## src/rtl/dynamic_branch_predictor.sv

```systemverilog
// Bimodal branch predictor: a PC-indexed table of saturating counters with
// optional same-cycle update forwarding, plus saturating lookup/mispredict statistics.
module dynamic_branch_predictor #(
  parameter int ADDRESS_LEN = 12,
  parameter int ENTRIES     = 16,
  parameter int CNT_BITS    = 2,
  parameter int STAT_W      = 16,
  parameter bit BYPASS      = 1'b1
) (
  input  logic                   clk,
  input  logic                   rst,
  input  logic                   lookup_valid,
  input  logic [ADDRESS_LEN-1:0] lookup_pc,
  output logic                   predict_taken,
  input  logic                   update_valid,
  input  logic [ADDRESS_LEN-1:0] update_pc,
  input  logic                   update_taken,
  input  logic                   update_predicted,
  output logic                   mispredict,
  output logic [STAT_W-1:0]      stat_lookups,
  output logic [STAT_W-1:0]      stat_mispredicts
);

  localparam int IDX_W = $clog2(ENTRIES);
  localparam logic [CNT_BITS-1:0] CNT_MAX  = {CNT_BITS{1'b1}};
  localparam logic [CNT_BITS-1:0] CNT_MIN  = '0;
  localparam logic [CNT_BITS-1:0] CNT_INIT = {1'b0, {(CNT_BITS-1){1'b1}}};
  localparam logic [STAT_W-1:0]   STAT_MAX = {STAT_W{1'b1}};

  logic [CNT_BITS-1:0] cnt_q [ENTRIES];
  logic [CNT_BITS-1:0] cnt_d [ENTRIES];
  logic [STAT_W-1:0]   lookups_q, lookups_d;
  logic [STAT_W-1:0]   mispredicts_q, mispredicts_d;

  logic [IDX_W-1:0]    lookup_idx;
  logic [IDX_W-1:0]    update_idx;
  logic [CNT_BITS-1:0] update_cnt_old;
  logic [CNT_BITS-1:0] update_cnt_new;
  logic [CNT_BITS-1:0] lookup_cnt;
  logic                unused_pc_bits;

  // No tags: only the low PC bits select an entry, so aliasing PCs share it.
  assign lookup_idx     = lookup_pc[IDX_W-1:0];
  assign update_idx     = update_pc[IDX_W-1:0];
  assign unused_pc_bits = ^{lookup_pc[ADDRESS_LEN-1:IDX_W], update_pc[ADDRESS_LEN-1:IDX_W]};

  assign mispredict = update_valid & (update_taken ^ update_predicted);

  always_comb begin
    update_cnt_old = cnt_q[update_idx];
    update_cnt_new = update_cnt_old;
    if (update_taken) begin
      if (update_cnt_old != CNT_MAX) update_cnt_new = update_cnt_old + 1'b1;
    end else begin
      if (update_cnt_old != CNT_MIN) update_cnt_new = update_cnt_old - 1'b1;
    end
  end

  // Forwarding lets a lookup see the counter value that this edge will write.
  always_comb begin
    lookup_cnt = cnt_q[lookup_idx];
    if (BYPASS && update_valid && (lookup_idx == update_idx)) lookup_cnt = update_cnt_new;
    predict_taken = lookup_valid & lookup_cnt[CNT_BITS-1];
  end

  always_comb begin
    cnt_d = cnt_q;
    if (update_valid) cnt_d[update_idx] = update_cnt_new;
  end

  always_comb begin
    lookups_d     = lookups_q;
    mispredicts_d = mispredicts_q;
    if (lookup_valid && (lookups_q != STAT_MAX)) lookups_d = lookups_q + 1'b1;
    if (mispredict && (mispredicts_q != STAT_MAX)) mispredicts_d = mispredicts_q + 1'b1;
  end

  // Reset wins over any same-cycle update and its statistics.
  always_ff @(posedge clk) begin
    if (rst) begin
      for (int i = 0; i < ENTRIES; i++) cnt_q[i] <= CNT_INIT;
      lookups_q     <= '0;
      mispredicts_q <= '0;
    end else begin
      cnt_q         <= cnt_d;
      lookups_q     <= lookups_d;
      mispredicts_q <= mispredicts_d;
    end
  end

  assign stat_lookups     = lookups_q;
  assign stat_mispredicts = mispredicts_q;

endmodule
```

## config.mk

```make
export PLATFORM = sky130hd
export DESIGN_NAME = dynamic_branch_predictor
export DESIGN_NICKNAME = d
export VERILOG_FILES = /design/src/rtl/dynamic_branch_predictor.sv
export SDC_FILE = /design/constraint.sdc
export NUM_CORES = 1
export LEC_CHECK = 0
export BUFFER_PORTS_ARGS = -buffer_cell sky130_fd_sc_hd__buf_2
export CAP_MARGIN = 10
export CORE_MARGIN = 2
export CORE_UTILIZATION = 49
export DETAILED_ROUTE_END_ITERATION = 12
export HOLD_SLACK_MARGIN = 0.03
export PLACE_DENSITY = 0.81
export SLEW_MARGIN = 20
export SYNTH_ARGS = -nofsm -noshare
export SYNTH_HDL_FRONTEND = slang
export SYNTH_SLANG_ARGS = --single-unit
```

## constraint.sdc

```tcl
create_clock -name clk -period 2.85 [get_ports clk]
set_input_delay 0.57 -clock clk [delete_from_list [all_inputs] [get_ports clk]]
set_output_delay 0.57 -clock clk [all_outputs]
set_load 0.005 [all_outputs]
```

==> impl_summary.md, run 1 <==
Clock tree
The number of levels in the clock H-tree is 3. TritonCTS built the clock tree. The maximum buffer depth of the clock tree is 2. The clock transition at the register clock pins on the worst setup and hold paths after CTS is 0.06 ns. CTS saw 64 sinks. Clock tree synthesis inserted a total of 9 buffers. The insertion delay of the later-clocked pin in the worst-skew pair is 0.34 ns. Buffers inserted to repair hold after CTS numbered 0. The tree is rooted in a clkbuf_8.

Detailed routing
The violation count after the first detailed-route iteration is 109. The total routed wirelength is 7.053 mm. The vias per cell is 5.810. In the final routed layout, each cell accounts on average for between 15 and 20 um. The number of detailed-routing iterations run before antenna repair is 5.

The remaining antenna violation count after routing is 0. The via count is 2725. The total DRC errors in the routed layout is 0.

Floorplanning
The I/O pin count is 64. The area of the die is between 7000 and 8000 um^2. The height of the die is 84.69 um.

After floorplanning, the core was sized to cover 6314 um^2. The initial standard-cell utilization of the core is about 50%. The overall die width is 84.69 um. The cell row count is 29.

Synth
The most instantiated flip-flop cell in the synthesis netlist is dfxtp_1. The net count after synthesis is around 370. The area fraction of the dominant cell type after synthesis is 40.16%.

Summing every instance area after synthesis gives 3191 um^2. The number of different library cells used by synthesis comes to 39. The count of warnings emitted by yosys is 0. By area the synthesized netlist is led by dfxtp_1 40%, nor2_1 7.8%, mux4_2 7.1%.

In this run, synthesis inferred 0 flip-flops with an integrated enable. Counting flops with an async set or reset pin after synthesis yields a share of 0%. The number of synthesized register bits is 64. The gate count of the mapped netlist is 341. The cell accounting for the most synthesized area is dfxtp_1. Sequential elements use 40.16% of the synthesized area.

The average size of a mapped cell is between 9 and 10 um^2.

Setup path
The worst setup path is captured at a primary output. Of all nets on the critical path, the largest fanout is 9. The startpoint class of the critical path is an input port. The path type of the worst setup path is input port to primary output. The worst endpoint data arrival time is roughly 2.1 ns. For the worst setup path, the data required time is 2.28 ns. The path depth of the worst reg2reg path is 5.

Place
In this run the tool buffered the top-level ports with 47 buffer cells. The total cell area at the placement stage is about 3500 um^2. The final weighted congestion in routability-driven placement is 0.8606. Before CTS, the worst setup slack after placement is -0.03286 ns. The HPWL after detailed placement is 5.066 mm.

STA
The total setup violations reported at the end of the flow is 0. The clock arrives with 0.01022 ns of skew. Setup repair after global routing left no endpoint under its margin. The shortest period the worst path allows is 2.710 ns. The worst hold margin is 0.4952 ns. For the pin with the worst max-slew slack, the measured transition is 0.6529 ns. The achievable clock frequency is 369.0 MHz.

Measured against its own limit, the worst slew margin works out to between 50% and 60%. The number of failing hold endpoints at the final stage is 0. The max-slew violation total from the final report came to 0. After layout, the worst setup slack is 0.1402 ns.

The final critical path takes up 95.08% of the cycle.

Power
The sequential cell fraction of total power is 50.5%. For this design the ratio of total power to cell area is 494.9 nW/um^2. In this run switching power makes up between 20% and 30% of total power. For this design the total switching power over the nets is 0.0004356 W. In this run, the clock network consumes 41.0% of the power.

The cell leakage power is 1.388 nW. The worst IR drop on VDD is about 0.33 mV. Internal power comes to 0.001394 W.

In this run, the combinational gates consume 8.5% of the power.

Global route
The first-pass GRT wire length is around 12 mm. Global routing finished with a remaining overflow of 0. Global routing used 20.62% of the available tracks.

Entering global routing, the biggest net connects 34 pins. The via count of the first global-routing pass is 2539. The number of antenna violations at the first check in global routing was 0.

Layout
The fraction of final layout cells with drive strength greater than 1 is 22.70%. The count of nets after finishing is 420. Cells fill 58.54% of the core in the end. In the final layout, flip-flops and latches occupy 1281 um^2. After routing the design area is 3696 um^2. The total of fill cells in the finished design is ~560.

Summing all multi-input logic gate instances after layout gives 1812 um^2. The signed area change from the synthesized netlist to the final layout is 15.84%. The number of antenna diodes in the final layout is 0.

Job
Across the run, the number of max-cap violations was 0.

Worst hold path
Counting instances, the worst hold path has a depth of 1. The path type of the worst min-delay path is flip-flop to flip-flop.

Status
The flow ran to the end, and the final reports show no timing, DRC or antenna violations.
cell usage after synthesis, drive strengths merged, types with 7 or more instances:
cell type  instances
nor2              66
dfxtp             64
a211oi            21
xor2              17
o32a              14
clkbuf            13
mux4              13
o21ai             13
nand2             12
nand3             12
a21oi             10
xnor2             10
inv                7
area by class of cell:
type	count	share of cell area (%)
clock buffer	11	3.825
clock inverter	4	1.219
inverter	8	0.8125
multi-input combinational	251	49.02
sequential	64	34.66
tap	77	2.607
timing repair buffer	54	7.854
cell usage in the layout, fill, tap and decap left out, types with 3 or more instances in the layout:
master / n
inv_1: 7
mux4_1: 3
or2_2: 4
o32a_1: 14
nand2_1: 12
nor2_1: 66
o2111ai_1: 4
or3_1: 6
mux2i_1: 5
mux2_2: 3
nand2b_1: 3
a21oi_1: 10
buf_4: 7
xnor2_1: 10
o211ai_1: 3
clkinv_2: 3
o21ai_0: 13
a211oi_1: 21
mux4_2: 10
buf_2: 46
nor2b_1: 3
and3_1: 5
xor2_1: 17
clkbuf_8: 10
dfxtp_1: 64
and4_1: 6
nand4_1: 6
nand3_1: 12
kinds of logic (layout without fill, tap and decap cells):
| logic type | count (synthesis) | in the layout | share of synthesized area, % |
|---|---|---|---|
| xor gates and xnor gates | 27 | 27 | 7.412 |
| AOI/OAI and AO/OA | 67 | 67 | 15.53 |
| muxes | 22 | 22 | 12.47 |
| and+or+nand+nor | 131 | 131 | 19.80 |
| buffers and inverters | 26 | 77 | 3.177 |
| adders and majority gates | 4 | 4 | 1.451 |
| DFF | 64 | 64 | 40.16 |
through the flow:
stage / TNS [ns] / std cells / total power [W]
floorplan: 0 / 341 / 0.001043
global placement: 0 / 454 / 0.001093
detailed placement: -0.09236 / 454 / 0.001098
CTS: 0 / 469 / 0.001850
global route: 0 / 469 / 0.001911
finish: 0 / 469 / 0.001829
power groups by stage:
| stage | Sequential [W] | Clock (W) | Combinational [W] |
|---|---|---|---|
| floorplan | 0.000940 | 0 | 0.000102 |
| global placement | 0.000943 | 0 | 0.000151 |
| detailed placement | 0.000944 | 0 | 0.000154 |
| CTS | 0.000923 | 0.000772 | 0.000155 |
| global route | 0.000925 | 0.000816 | 0.000170 |
| finish | 0.000924 | 0.000750 | 0.000155 |
metal layers:
| metal | vias up | GRT usage (%) | routed length, um | share of wire [%] |
|---|---|---|---|---|
| li1 | 1348 | - | - | - |
| met1 | 1305 | 27.16 | 3233 | 46 |
| met2 | 60 | 31.78 | 3340 | 47 |
| met3 | 12 | 4.916 | 333 | 4.7 |
| met4 | 0 | 10.25 | 145 | 2.1 |
| met5 | - | 0 | 0 | 0 |
path summary, 6_finish.rpt:
path / startpoint / end / slack, ns
min: cnt_q[0]$_SDFFE_PP1P_ / cnt_q[0]$_SDFFE_PP1P_ / 0.50
min reg2reg: cnt_q[0]$_SDFFE_PP1P_ / cnt_q[0]$_SDFFE_PP1P_ / 0.50
max: update_pc[0] / predict_taken / 0.14
max reg2reg: cnt_q[25]$_SDFFE_PP0P_ / cnt_q[30]$_SDFFE_PP1P_ / 0.53
what timing repair did:
action                                 in CTS  in global routing
endpoints found under the hold margin       0                  0
setup endpoints to repair                   0                  1
gates resized for setup                     0                  2
setup buffers                               0                  0
worst max-delay path: stages:
cell and delay [ns]:
clkbuf_4 0.20, mux4_1 0.61, mux2i_1 0.21, o21ai_0 0.14, a32oi_2 0.18, a21oi_1 0.08, buf_2 0.14
sequential cells by signal, indices dropped and copies added, names as in the netlist:
name,count
cnt_q,32
stat_lookups,16
stat_mispredicts,16
(Power assumes the default switching activity.)
==> run 2, diff against run 1 <==
CTS_BUF_LIST = sky130_fd_sc_hd__clkbuf_4 sky130_fd_sc_hd__clkbuf_8 sky130_fd_sc_hd__clkbuf_16   (was unset)
==> run 2 against run 1 <==
  * Sequential power hardly changed
  * Via count grew 0.44%
  * Global-route usage shrank 0.082 points
  * First-iteration DRC count is 4.6% lower
==> impl_summary.md, run 2 (synthesis gave the netlist of run 1 again) <==
Detailed routing
The total DRC errors in the routed layout was 0 (unchanged). The vias per cell is 5.836 (was 5.810). The remaining antenna violation count after routing is 0 (unchanged). The via count came to 2737 (was 2725). The number of detailed-routing iterations run before antenna repair is 4 (was 5).

The total routed wirelength is 7.054 mm (was 7.053 mm). The detail-routed net length per standard cell is 15.04 um (about the same). The violation count after the first detailed-route iteration is 104 (was 109).

Setup path
The worst endpoint data arrival time is 2.14 ns (about the same). The endpoint kind of the worst setup timing path is a primary output (unchanged). The startpoint class of the critical path is an input port (unchanged).

The largest fanout on the critical path is 9 (unchanged). The required arrival time at the worst endpoint came to 2.28 ns (about the same). The path type of the worst setup path is input port to primary output (unchanged).

Layout
The most common cell after layout, fill and taps aside is nor2_1 (unchanged). The total of fill cells in the finished design is 560 (was 563). The count of nets after finishing is 420 (unchanged). Most frequent cells in the layout: 66 x nor2_1, 64 x dfxtp_1, 46 x buf_2 (unchanged). The flip-flop count of the largest register after layout came to 32 (unchanged).

The largest register by flop count is cnt_q (unchanged). The post-route cell area was 3700 um^2 (was 3696 um^2). The share of the core filled with cells is 58.60% (was 58.54%).

The number of non-filler instances in the completed layout is 469 (unchanged). The fraction of final layout cells with drive strength greater than 1 is 22.96% (was 22.70%). The diode insertion count for antenna repair is 0 (unchanged).

The signed area change from the synthesized netlist to the final layout is 15.96% (was 15.84%).

STA
The final worst setup slack came to 0.1392 ns (was 0.1402 ns). The slew at the pin closest to its max-slew limit is 0.6628 ns (was 0.6529 ns). The max-slew violation total from the final report is 0 (unchanged). The number of failing hold endpoints at the final stage was 0 (unchanged). The final worst clock skew was 0.01159 ns (was 0.01022 ns). The shortest period the worst path allows is 2.711 ns (was 2.710 ns). The total setup violations reported at the end of the flow was 0 (unchanged).

The ratio of final minimum period to clock period was 95.11% (was 95.08%). Unrepaired setup endpoints after global routing: no (unchanged). The headroom to the max-slew limit is 55.62% (was 56.28%).

The achievable clock frequency is 368.9 MHz (was 369.0 MHz).

Global route
The total global routing overflow is 0 (unchanged). The number of antenna violations at the first check in global routing is 0 (unchanged). The via count of the first global-routing pass is 2525 (was 2539). The overall global routing resource usage was 20.54% (was 20.62%).

The largest net degree at the start of global routing is 34 (unchanged). The first-pass GRT wire length is 11.65 mm (was 11.71 mm).

Clock tree
The hold-fix buffer count after cts was 0 (unchanged). The number of buffers created by CTS was 9 (unchanged). The clock sink total is 64 (unchanged).

The TritonCTS clock tree is done (unchanged). The maximum buffer depth of the clock tree was 2 (unchanged). The number of levels in the clock H-tree is 3 (unchanged). The library cell used as clock root buffer is clkbuf_8 (unchanged).

The clock transition at the register clock pins on the worst setup and hold paths after CTS came to 0.06 ns (about the same). The insertion delay of the later-clocked pin in the worst-skew pair is 0.34 ns (about the same).

Power
The internal power of the cells came to 0.001403 W (was 0.001394 W). The total power density per cell area was 497.7 nW/um^2 (was 494.9 nW/um^2). The post-layout total power came to 0.001842 W (was 0.001829 W). The cell leakage power is 1.392 nW (was 1.388 nW). The net switching power figure is 0.0004384 W (was 0.0004356 W).

The sequential cell fraction of total power is 50.2% (was 50.5%). The power share of the clock group is 41.3% (was 41.0%). The worst IR drop on VDD came to 0.3301 mV (was 0.3312 mV). The relative contribution of combinational cells to total power is 8.5% (about the same). The share of total power consumed by net switching was 23.81% (about the same).

Floorplanning
The I/O pin count is 64 (unchanged). The overall die width is 84.69 um (unchanged). The height of the die is 84.69 um (unchanged). The core region area is 6314 um^2 (unchanged). The cell row count is 29 (unchanged). The area of the die is 7172 um^2 (unchanged). The initial standard-cell utilization of the core came to 50.54% (unchanged).

Place
The HPWL after detailed placement was 5.066 mm (unchanged). The final weighted congestion in routability-driven placement was 0.8606 (unchanged). The total cell area at the placement stage is 3503 um^2 (unchanged).

The count of port buffers added during placement came to 47 (unchanged). The worst-case setup slack after placement is -0.03286 ns (unchanged). The count of placed standard cells including taps was 454 (unchanged).

Job
The max-cap violation count was 0 (unchanged).

Worst hold path
The path type of the worst min-delay path was flip-flop to flip-flop (unchanged).

Status
Result of the run: complete, no violations (unchanged).
-- run 2: cell types whose count changed in the layout (fill, tap and decap cells not counted) --
cell      previous run  this run
clkbuf_1             1         0
clkbuf_4             1         2
-- run 2: what timing repair did --
action	in CTS	in global routing
buffers inserted	0	0
resized for setup	0	2
endpoints found under the setup margin	0	1
-- run 2: layout make-up --
| type | instances | area [um^2] | share of cell area, % |
|---|---|---|---|
| Multi-Input combinational cell | 251 | 1812 | 48.97 |
| Timing Repair Buffer | 54 | 290.3 | 7.846 |
| Clock buffer | 11 | 145.1 | 3.923 |
| Tap cell | 77 | 96.34 | 2.604 |
| Sequential cell | 64 | 1281 | 34.63 |
| Clock inverter | 4 | 45.04 | 1.217 |
| Inverter | 8 | 30.03 | 0.8116 |
-- run 2: layer usage --
metal	GRT usage, %	share of wire (%)	vias up
met3	4.916	4.1	11
li1	-	-	1350
met1	27.16	47	1309
met2	31.50	47	67
met4	10.25	1.9	0
met5	0	0	-
-- run 2: metrics by stage --
stage	TNS, ns	hold WS (ns)
2_1_floorplan	0	0.4626
3_3_place_gp	0	0.4729
3_5_place_dp	-0.09236	0.4823
4_1_cts	0	0.4965
5_1_grt	0	0.5029
6_report	0	0.4944
-- run 2: path summary, 6_finish.rpt --
kind	slack, ns	from	cells past startpoint	endpoint
worst min register to register	0.49	cnt_q[0]$_SDFFE_PP1P_	1	cnt_q[0]$_SDFFE_PP1P_
worst max-delay path	0.14	update_pc[0]	7	predict_taken
worst min-delay path	0.49	cnt_q[0]$_SDFFE_PP1P_	1	cnt_q[0]$_SDFFE_PP1P_
worst max register to register	0.54	cnt_q[25]$_SDFFE_PP0P_	5	cnt_q[30]$_SDFFE_PP1P_
-- run 2: power groups by stage --
stage	Combinational (W)	Sequential, W	Clock (W)
final	0.000156	0.000924	0.000761
after global routing	0.000170	0.000925	0.000826
after CTS	0.000155	0.000923	0.000782
after detailed placement	0.000154	0.000944	0
after global placement	0.000151	0.000943	0
after floorplan	0.000102	0.000940	0
-- run 2: worst max-delay path, stage by stage --
cell	delay, ns
clkbuf_4	0.20
mux4_1	0.61
mux2i_1	0.21
o21ai_0	0.14
a32oi_2	0.18
a21oi_1	0.08
buf_2	0.14
==> run 3, diff against run 2 <==
CELL_PAD_IN_SITES_DETAIL_PLACEMENT = 1   (was unset)
CELL_PAD_IN_SITES_GLOBAL_PLACEMENT = 1   (was unset)
CORE_UTILIZATION = 37   (was 49)
==> run 3 against run 2 <==
  * Critical path depth is the same
  * Global-route usage shrank 1.7 points
  * Largest power group is now the clock network
  * Clock skew shrank 0.0017 ns
  * Highest routed layer unchanged
  * Critical path type unchanged
  * Count of clock-buffer cells in the layout is the same
  * Register-to-register slack gained 0.03 ns
  * Power grew 13%
  * Hold slack gained 0.0050 ns
  * Critical endpoint unchanged
  * Sequential share of layout area shrank 1.0 points
  * Combinational power grew 5%
  * Sequential power is essentially flat
==> impl_summary.md, run 3 (synthesis gave the netlist of run 1 again) <==
Floorplanning
The height of the die was 96.86 um (was 84.69 um). The core region area was 8299 um^2 (was 6314 um^2). The cell row count is 33 (was 29).

The initial standard-cell utilization of the core is 38.44% (was 50.54%). The area of the die is 9382 um^2 (was 7172 um^2). The overall die width is 96.86 um (was 84.69 um).

The I/O pin count is 64 (unchanged).

Clock tree
The hold-fix buffer count after cts is 0 (unchanged). The insertion delay of the later-clocked pin in the worst-skew pair is 0.34 ns (about the same). The clock sink total is 64 (unchanged). The number of levels in the clock H-tree came to 3 (unchanged). The clock transition at the register clock pins on the worst setup and hold paths after CTS is 0.07 ns (was 0.06 ns).

The library cell used as clock root buffer is clkbuf_8 (unchanged). The maximum buffer depth of the clock tree came to 2 (unchanged). The TritonCTS clock tree is done (unchanged).

The number of buffers created by CTS is 9 (unchanged).

Layout
The count of nets after finishing came to 421 (was 420). The signed area change from the synthesized netlist to the final layout is 19.53% (was 15.96%). The flip-flop count of the largest register after layout is 32 (unchanged).

The share of the core filled with cells is 45.95% (was 58.60%). The total of fill cells in the finished design is 991 (was 560). The sequential cell area was 1281 um^2 (unchanged). The largest register by flop count is cnt_q (unchanged).

The most common cell after layout, fill and taps aside is nor2_1 (unchanged). The diode insertion count for antenna repair came to 0 (unchanged). Most frequent cells in the layout: 66 x nor2_1, 64 x dfxtp_1, 45 x buf_2 (was 66 x nor2_1, 64 x dfxtp_1, 46 x buf_2).

The fraction of final layout cells with drive strength greater than 1 is 24.11% (was 22.96%). The area taken by multi-input logic gates came to 1817 um^2 (was 1812 um^2).

Setup path
The beginning of the worst register-to-register path is cnt_q[9]$_SDFFE_PP0P_ (was cnt_q[25]$_SDFFE_PP0P_). The required arrival time at the worst endpoint is 2.28 ns (about the same). The delay of the slowest cell on the worst path is 0.59 ns (was 0.61 ns). The master of the slowest instance on the critical path is mux4_1 (unchanged). The startpoint class of the critical path is an input port (unchanged). The largest fanout on the critical path came to 8 (was 9). The endpoint kind of the worst setup timing path is a primary output (unchanged). The path type of the worst setup path is input port to primary output (unchanged). The worst endpoint data arrival time was 2.18 ns (was 2.14 ns). List of cells traversed by the critical path: clkbuf_4 > mux4_1 > mux2i_2 > o21ai_0 > a32oi_2 > a21oi_1 > buf_2 (was clkbuf_4 > mux4_1 > mux2i_1 > o21ai_0 > a32oi_2 > a21oi_1 > buf_2).

The beginning of the critical path was update_pc[0] (unchanged).

Place
The HPWL after detailed placement is 6.187 mm (was 5.066 mm). The worst-case setup slack after placement came to -0.04868 ns (was -0.03286 ns). The final weighted congestion in routability-driven placement is 0.8371 (was 0.8606). The count of port buffers added during placement is 47 (unchanged).

Power
The total power density per cell area is 544.0 nW/um^2 (was 497.7 nW/um^2). The post-layout total power was 0.002075 W (was 0.001842 W). The cell leakage power is 1.406 nW (was 1.392 nW). The worst IR drop on VDD is 0.2817 mV (was 0.3301 mV).

Detailed routing
The remaining antenna violation count after routing came to 0 (unchanged). The via count came to 2820 (was 2737). The vias per cell is 5.651 (was 5.836).

The total DRC errors in the routed layout is 0 (unchanged). The total routed wirelength was 8.471 mm (was 7.054 mm). The number of detailed-routing iterations run before antenna repair was 4 (unchanged). The violation count after the first detailed-route iteration is 107 (was 104). The detail-routed net length per standard cell came to 16.98 um (was 15.04 um).

STA
The summed negative setup slack over all endpoints is 0 ns (unchanged). The slew at the pin closest to its max-slew limit came to 0.7062 ns (was 0.6628 ns). The final worst setup slack is 0.1017 ns (was 0.1392 ns). The total setup violations reported at the end of the flow is 0 (unchanged).

The ratio of final minimum period to clock period is 96.43% (was 95.11%). The number of failing hold endpoints at the final stage was 0 (unchanged). The worst hold margin is 0.4995 ns (was 0.4944 ns). The headroom to the max-slew limit was 52.92% (was 55.62%). The achievable clock frequency is 363.9 MHz (was 368.9 MHz). The max-slew violation total from the final report is 0 (unchanged). The shortest period the worst path allows is 2.748 ns (was 2.711 ns). The final worst clock skew is 0.009934 ns (was 0.01159 ns).

Global route
The largest net degree at the start of global routing is 38 (was 34). The number of antenna violations at the first check in global routing is 0 (unchanged). The overall global routing resource usage came to 18.84% (was 20.54%). The via count of the first global-routing pass is 2829 (was 2525). The total global routing overflow is 0 (unchanged). The first-pass GRT wire length is 14.37 mm (was 11.65 mm).

Job
The max-cap violation count is 0 (unchanged).

Worst hold path
The path type of the worst min-delay path is flip-flop to flip-flop (unchanged). The origin of the worst min-delay path is cnt_q[8]$_SDFFE_PP1P_ (was cnt_q[0]$_SDFFE_PP1P_).

Status
Result of the run: complete, no violations (unchanged).
[run 3: worst paths after layout]
check             cells after the start                     end  slack (ns)
hold reg to reg                       1   cnt_q[8]$_SDFFE_PP1P_        0.50
hold / removal                        1   cnt_q[8]$_SDFFE_PP1P_        0.50
setup reg to reg                      5  cnt_q[24]$_SDFFE_PP1P_        0.57
setup / recovery                      7           predict_taken        0.10
[run 3: cell type report]
cell class | count | share of cell area [%]
well taps | 105 | 3.445
clock inverters | 5 | 2.690
flip-flops and latches | 64 | 33.60
multi-input cells | 251 | 47.64
clock buffers | 11 | 3.970
repair buffers | 55 | 7.874
inverters | 8 | 0.7874
[run 3: layer usage]
layer	up-vias	part of all wire (%)	global-route usage, %
met5	-	0	0
met4	0	1.6	7.151
met3	10	4.1	3.251
met2	67	50	32.00
met1	1392	44	23.89
li1	1351	-	-
[run 3: worst max-delay path: cells and delay by family]
family	cells	cell delay [ns]
muxes	2	0.81
buffers and inverters	2	0.35
AOI/OAI and AO/OA	3	0.44
[run 3: report_power, final]
| group | leakage [nW] | switching (W) | total (W) | internal, W |
|---|---|---|---|---|
| registers | 0.518 | 0.0000145 | 0.000924 | 0.000909 |
| logic | 0.763 | 0.0000971 | 0.000164 | 0.0000673 |
| clock network | 0.126 | 0.000359 | 0.000986 | 0.000627 |
| total | 1.41 | 0.000471 | 0.00207 | 0.00160 |
[run 3: what timing repair did]
action	CTS	global route
resized for setup	1	6
setup buffers	0	1
setup endpoints to repair	1	1
[run 3: through the flow]
step | cells | instance area [um^2]
2_1_floorplan | 341 | 3191
3_3_place_gp | 482 | 3538
3_5_place_dp | 482 | 3538
4_1_cts | 498 | 3795
5_1_grt | 499 | 3814
6_report | 499 | 3814
